==> config.mk <==
export PLATFORM = sky130hd
export DESIGN_NAME = mul_ab_splitter
export DESIGN_NICKNAME = d
export VERILOG_FILES = /design/src/rtl/mul_ab_splitter.sv
export SDC_FILE = /design/constraint.sdc
export NUM_CORES = 1
export LEC_CHECK = 0
export CORE_MARGIN = 2
export CORE_UTILIZATION = 46
export CTS_CLUSTER_SIZE = 28
export DETAILED_ROUTE_END_ITERATION = 6
export PLACE_DENSITY = 0.83
export SYNTH_ARGS = -nofsm -noshare
export SYNTH_HDL_FRONTEND = slang
export SYNTH_SLANG_ARGS = --single-unit
==> constraint.sdc <==
create_clock -name ap_clk -period 2.6 [get_ports ap_clk]
set_input_delay 0.65 -clock ap_clk [delete_from_list [all_inputs] [get_ports ap_clk]]
set_output_delay 0.65 -clock ap_clk [all_outputs]
set_load 0.05 [all_outputs]
==> src/rtl/mul_ab_splitter.sv <==
// Splits a packed {b, a} pair stream into two independently-drained operand streams.
// It also tracks vector boundaries and flags vectors whose TLAST and reg_len disagree.
module mul_ab_splitter #(
    parameter int LEN_W      = 12,
    parameter int FIFO_DEPTH = 2
) (
    input  logic             ap_clk,
    input  logic             ap_rst_n,
    input  logic             in_TVALID,
    output logic             in_TREADY,
    input  logic [63:0]      in_TDATA,
    input  logic             in_TLAST,
    output logic             a_TVALID,
    input  logic             a_TREADY,
    output logic [31:0]      a_TDATA,
    output logic             b_TVALID,
    input  logic             b_TREADY,
    output logic [31:0]      b_TDATA,
    input  logic [LEN_W-1:0] reg_len,
    input  logic             reg_clear,
    output logic             vec_done_o,
    output logic             err_len_o,
    output logic [15:0]      vec_cnt_o
);
    localparam int PTR_W = (FIFO_DEPTH > 1) ? $clog2(FIFO_DEPTH) : 1;
    localparam int CNT_W = $clog2(FIFO_DEPTH + 1);

    function automatic logic [PTR_W-1:0] ptr_inc(input logic [PTR_W-1:0] p);
        return (p == PTR_W'(FIFO_DEPTH - 1)) ? '0 : p + 1'b1;
    endfunction

    // Lane 0 carries operand a, lane 1 carries operand b.
    logic [1:0][31:0] lane_din;
    logic [1:0][31:0] lane_head;
    logic [1:0]       lane_full;
    logic [1:0]       lane_valid;
    logic [1:0]       lane_pop;
    logic             push;

    assign lane_din  = {in_TDATA[63:32], in_TDATA[31:0]};
    assign lane_pop  = {b_TVALID & b_TREADY, a_TVALID & a_TREADY};
    assign in_TREADY = ap_rst_n & ~reg_clear & ~(|lane_full);
    assign push      = in_TVALID & in_TREADY;

    assign a_TVALID = lane_valid[0];
    assign a_TDATA  = lane_head[0];
    assign b_TVALID = lane_valid[1];
    assign b_TDATA  = lane_head[1];

    generate
        for (genvar gi = 0; gi < 2; gi++) begin : g_lane
            logic [31:0]      mem [FIFO_DEPTH];
            logic [PTR_W-1:0] rd_ptr_reg;
            logic [PTR_W-1:0] wr_ptr_reg;
            logic [CNT_W-1:0] count_reg;

            always_ff @(posedge ap_clk or negedge ap_rst_n) begin
                if (!ap_rst_n) begin
                    rd_ptr_reg <= '0;
                    wr_ptr_reg <= '0;
                    count_reg  <= '0;
                    for (int i = 0; i < FIFO_DEPTH; i++) mem[i] <= '0;
                end else if (reg_clear) begin
                    rd_ptr_reg <= '0;
                    wr_ptr_reg <= '0;
                    count_reg  <= '0;
                end else begin
                    if (push) begin
                        mem[wr_ptr_reg] <= lane_din[gi];
                        wr_ptr_reg      <= ptr_inc(wr_ptr_reg);
                    end
                    if (lane_pop[gi]) rd_ptr_reg <= ptr_inc(rd_ptr_reg);
                    count_reg <= count_reg + CNT_W'(push) - CNT_W'(lane_pop[gi]);
                end
            end

            // Head comes straight from storage, so there is no input-to-output path.
            assign lane_valid[gi] = (count_reg != '0);
            assign lane_full[gi]  = (count_reg == CNT_W'(FIFO_DEPTH));
            assign lane_head[gi]  = mem[rd_ptr_reg];
        end
    endgenerate

    logic [LEN_W-1:0] idx_reg;
    logic             at_len;
    logic             vec_end;

    assign at_len  = (idx_reg == reg_len);
    assign vec_end = in_TLAST | at_len;

    always_ff @(posedge ap_clk or negedge ap_rst_n) begin
        if (!ap_rst_n) begin
            idx_reg    <= '0;
            vec_done_o <= 1'b0;
            err_len_o  <= 1'b0;
            vec_cnt_o  <= '0;
        end else if (reg_clear) begin
            idx_reg    <= '0;
            vec_done_o <= 1'b0;
            err_len_o  <= 1'b0;
            vec_cnt_o  <= '0;
        end else begin
            vec_done_o <= push & vec_end;
            if (push) begin
                if (vec_end) begin
                    idx_reg   <= '0;
                    vec_cnt_o <= vec_cnt_o + 16'd1;
                    // TLAST and the programmed length must agree on where the vector ends.
                    if (in_TLAST != at_len) err_len_o <= 1'b1;
                end else begin
                    idx_reg <= idx_reg + 1'b1;
                end
            end
        end
    end
endmodule
# Yosys cells after proc, flatten, opt, wreduce, memory -nomap -nowiden
# Index checks and enable logic that the tools add are counted.
# totals
inputBits	83
register_bits	166
# classes
n_addsub	10
eq_ne	4
order_cmp	6
muxes	37
reduce_logical	13
n_bitwise	13
# ops
cell	count
2-to-1 mux 32 bit	8
bitwise mux 64 bit	2
demux 32 bit (select 1 bit)	2
2-to-1 mux 16 bit	3
2-to-1 mux 12 bit	3
2-to-1 mux 1 bit	17
adder 16 x 1 -> 16 bit, second input constant	1
nonzero test 2 bit	7
adder 12 x 1 -> 12 bit, second input constant	1
== test 12 bit	1
>= comparator 2 bit, second input constant	4
NOT 1 -> 2 bit	4
bitwise AND 1 bit	6
adder 1 bit, second input constant	4
adder 2 x 1 -> 2 bit	2
== test 2 bit, second input constant	2
less-than comparator 2 x 1 -> 1 bit, second input constant	2
2-to-1 mux 2 bit	2
AND reduction 2 bit	2
subtractor 2 x 1 -> 2 bit	2
AND reduction 3 bit	1
logical AND 1 bit	2
NOT 1 bit	2
OR reduction 2 bit	1
2 further kinds	2

# Longest topological paths before layout
# depth
depth_word	8
depth_mapped	11

# Worst setup path before layout
# Ideal clock, no wire load.
# synth_timing
path_type	input -> register
from	input reg_len[11]
to	register vec_cnt_o[10]
t_arrival_ns	2.568
path_stages	10
setup_time_ns	0.125
n_path_buf	2
setup_slack_ns	-0.092
path_cell_list	xor2_1 -> nor4_1 -> nand3_1 -> ha_1 -> buf_2 -> nor2b_1 -> nand2_1 -> clkbuf_1 -> nor4_1 -> mux2_2
# synth_via
elab_chain_len	4
# synth_rtl
item	line	rtl
from (decl)	19	input logic [LEN_W-1:0] reg_len,
== test 12 bit	88	assign at_len = (idx_reg == reg_len);
OR 1 bit	89	assign vec_end = in_TLAST | at_len;
nonzero test 2 bit (no line)	n/a	
AND reduction 2 bit (no line)	n/a	
to (signal assigned)	107	vec_cnt_o <= vec_cnt_o + 16'd1;
to (decl)	23	output logic [15:0] vec_cnt_o
# No other way between the ends.
# A chain may end at the register's enable or synchronous reset.

# Final worst setup path
# layout_timing
from	input reg_len[1]
to	register vec_cnt_o[11]
# The elaborated chain is that of the path after synthesis.

==> results_dict.tcl <==
set metrics [dict create \
    drt_iter0_markers 298 \
    root_buffer "clkbuf_16" \
    finalSetupTns_ns 0 \
    detail-route-antenna-nets 0 \
    syn_avg_cell_area_um2 13.39 \
    dpl_cell_area_um2 9691 \
    drc 0 \
    synthCells 578 \
    num_vias 5434 \
    critPathMaxFanout 5 \
    crit_path_end_kind "flip-flop" \
    synth_top_area_share_pct 53.66 \
    io_buffers 167 \
    p_leak_nw 4.556 \
    max_freq_mhz 393.7 \
    synth_seq_cells 166 \
    hold_viol 0 \
    ys.flop_type "dfrtp_1" \
    grt_start_max_net_pins 134 \
    drt_wl_total_um 17680 \
    fp.dieH_um 133.7 \
    placeableCoreArea_um2 16520 \
    drive_gt1_share_pct 40.72 \
    hold_slack_ns 0.06059 \
    cts-htree-levels 4 \
    holdBufCountCts 0 \
    worst_slack_ns 0.06002 \
    period_needed_ns 2.540 \
    setup_viol 0 \
    reg2reg_depth 9 \
    yosys-top-cells-area "dfrtp_1 (54%), mux2_2 (24%), mux2_1 (4.7%), xor2_1 (1.6%), or4_1 (1.6%)" \
    nNetsFinal 854 \
    start_kind "input port" \
    powerDensity_nw_per_um2 1209 \
    drv_cap 0 \
    netlist_area_um2 7741 \
    clk_path_buf_depth 2 \
    initial_core_util_pct 46.85 \
    drt-pass1-iter-count 4 \
    grt_usage_pct 20.65 \
    cpPeakStageDelay_ns 0.48 \
    grt_pass1_wl_um 29360 \
    antennaDiodeCount 0 \
    post-route-period-util_pct 97.69 \
    cts_tree "built" \
    clk_latency_ns 0.42 \
    cpMaxStageDelayCell "or4_4" \
    status "finished, final reports clean" \
    relSlewSlack_pct 50.18 \
    yosysWarnings 0 \
    synth_edf_count 0 \
    num_rows 47 \
    skew_ns 0.009582 \
    crit_type "in2reg" \
    ys_seq_area_share_pct 53.66 \
    synth_most_common_cell "dfrtp_1" \
    hpwl_um 12120 \
    overflow 0 \
    worst_pin_slew_ns 0.7473 \
    cts_buffers 17 \
    synthDistinctLibCells 38 \
    dp_cells 963 \
    yosys-top-cells-count "dfrtp_1 (166), mux2_2 (164), mux2_1 (32)" \
    wire_per_inst_um 17.76 \
    syn-num-nets 668 \
    synth_top_area_cell "dfrtp_1" \
    syn_to_final_growth_pct 33.72 \
    async_flop_share_pct 100.0 \
    hp-class "in2async" \
    cts.reportedPaths.clkPinSlew_ns 0.06 \
    die_width_um 133.7 \
    ir_worst_vdd_mv 0.7738 \
    io-pin-count 168 \
    required_ns 2.95 \
    preCtsSetupSlack_ns -0.6522 \
    post-route-cell-area_um2 10350 \
    antenna_found_initial 0 \
    largest_register_ff_count 128 \
    grt_pass1_vias 5929 \
    gp_congestion 0.8608 \
    num-fill-cells 1283 \
    routed_via_density 5.456 \
    clock_sinks 166 \
    fin_cells 996 \
    drv_slew 0 \
    die_area_um2 17880 \
    crit_path_cell_trace "dlygate4sd2_1, xor2_1, nor4_2, nand3_1, ha_4, nor2b_4, a41oi_2, buf_4, or4_4, a21oi_2" \
    cp.arrival_ns 2.89 \
]
[critical path: cells and delay by family]
family | cells | cell delay [ns]
buffers and inverters | 2 | 0.43
XOR/XNOR | 1 | 0.17
adder cells (fa/ha/maj) | 1 | 0.22
AO/OA/AOI/OAI | 2 | 0.31
AND/OR/NAND/NOR | 4 | 1.09
[layer usage]
layer / wire length, um / vias up / GRT usage (%)
met5: 0 / - / 0
met4: 379 / 0 / 8.511
met3: 888 / 25 / 4.642
met2: 8909 / 164 / 34.47
met1: 7507 / 2767 / 26.04
li1: - / 2478 / -
[worst paths after layout]
| check | startpoint | slack [ns] | endpoint |
|---|---|---|---|
| min in group ap_clk | g_lane[0].mem[28] | 0.48 | g_lane[0].mem[28] |
| max in group asynchronous | ap_rst_n | 1.56 | g_lane[1].mem[52] |
| hold / removal | ap_rst_n | 0.06 | g_lane[1].count_reg[1] |
| setup reg to reg | idx_reg[1] | 0.07 | vec_cnt_o[11] |
| hold reg to reg | g_lane[0].mem[28] | 0.48 | g_lane[0].mem[28] |
| setup / recovery | reg_len[1] | 0.06 | vec_cnt_o[11] |
[cell families after synthesis]
kind of cell               count (synthesis)  share of synthesized area (%)
DFF                                      166                          53.66
AOI/OAI and AO/OA                         48                          3.944
and+or+nand+nor                          100                          7.968
xor gates and xnor gates                  20                          2.263
muxes                                    196                          28.51
buffers and inverters                     41                          2.521
adders and majority gates                  7                          1.131
[power breakdown]
group,total (mW),internal (mW),switching [mW]
combinational,5.99,2.40,3.59
sequential,4.13,3.62,0.504
clock,2.41,1.35,1.06
total,12.5,7.37,5.15
[cell usage in the layout, fill, tap and decap left out, drive strengths merged, types with 4 or more instances in the layout]
cell,count
xor2,14
dlygate4sd2,8
nand4,4
and4,5
nand2,14
o31ai,14
nor2,12
ha,7
dlymetal6s2s,4
o21ai,4
clkinvlp,5
a21oi,22
buf,98
clkdlybuf4s50,89
inv,12
nor4,6
xnor2,6
mux2,196
or4,16
dfrtp,166
clkbuf,18
nor2b,7
nand3,14
clkinv,4
and3,4
[cell type report]
class / instances / area (um^2) / area share, %
inverter: 9 / 33.78 / 0.3264
sequential: 166 / 4154 / 40.13
tap: 220 / 275.3 / 2.659
multi-input combinational: 371 / 3487 / 33.69
clock buffer: 18 / 439.2 / 4.243
clock inverter: 13 / 123.9 / 1.197
timing repair buffer: 199 / 1838 / 17.76
[timing repair]
item / CTS / global route
gates cloned: 1 / 0
buffers inserted: 0 / 1
gates resized for setup: 18 / 13
endpoints found under the setup margin: 16 / 18
pin swaps: 16 / 9
[per-stage QoR]
step / total power, mW / utilization [%]
final: 12.52 / 62.64
after global placement: 9.967 / 58.64
after floorplan: 8.382 / -
after detailed placement: 10.19 / 58.64
after CTS: 12.65 / 62.24
after global routing: 13.13 / 62.64
No activity file was read; power rests on OpenSTA's default activity.
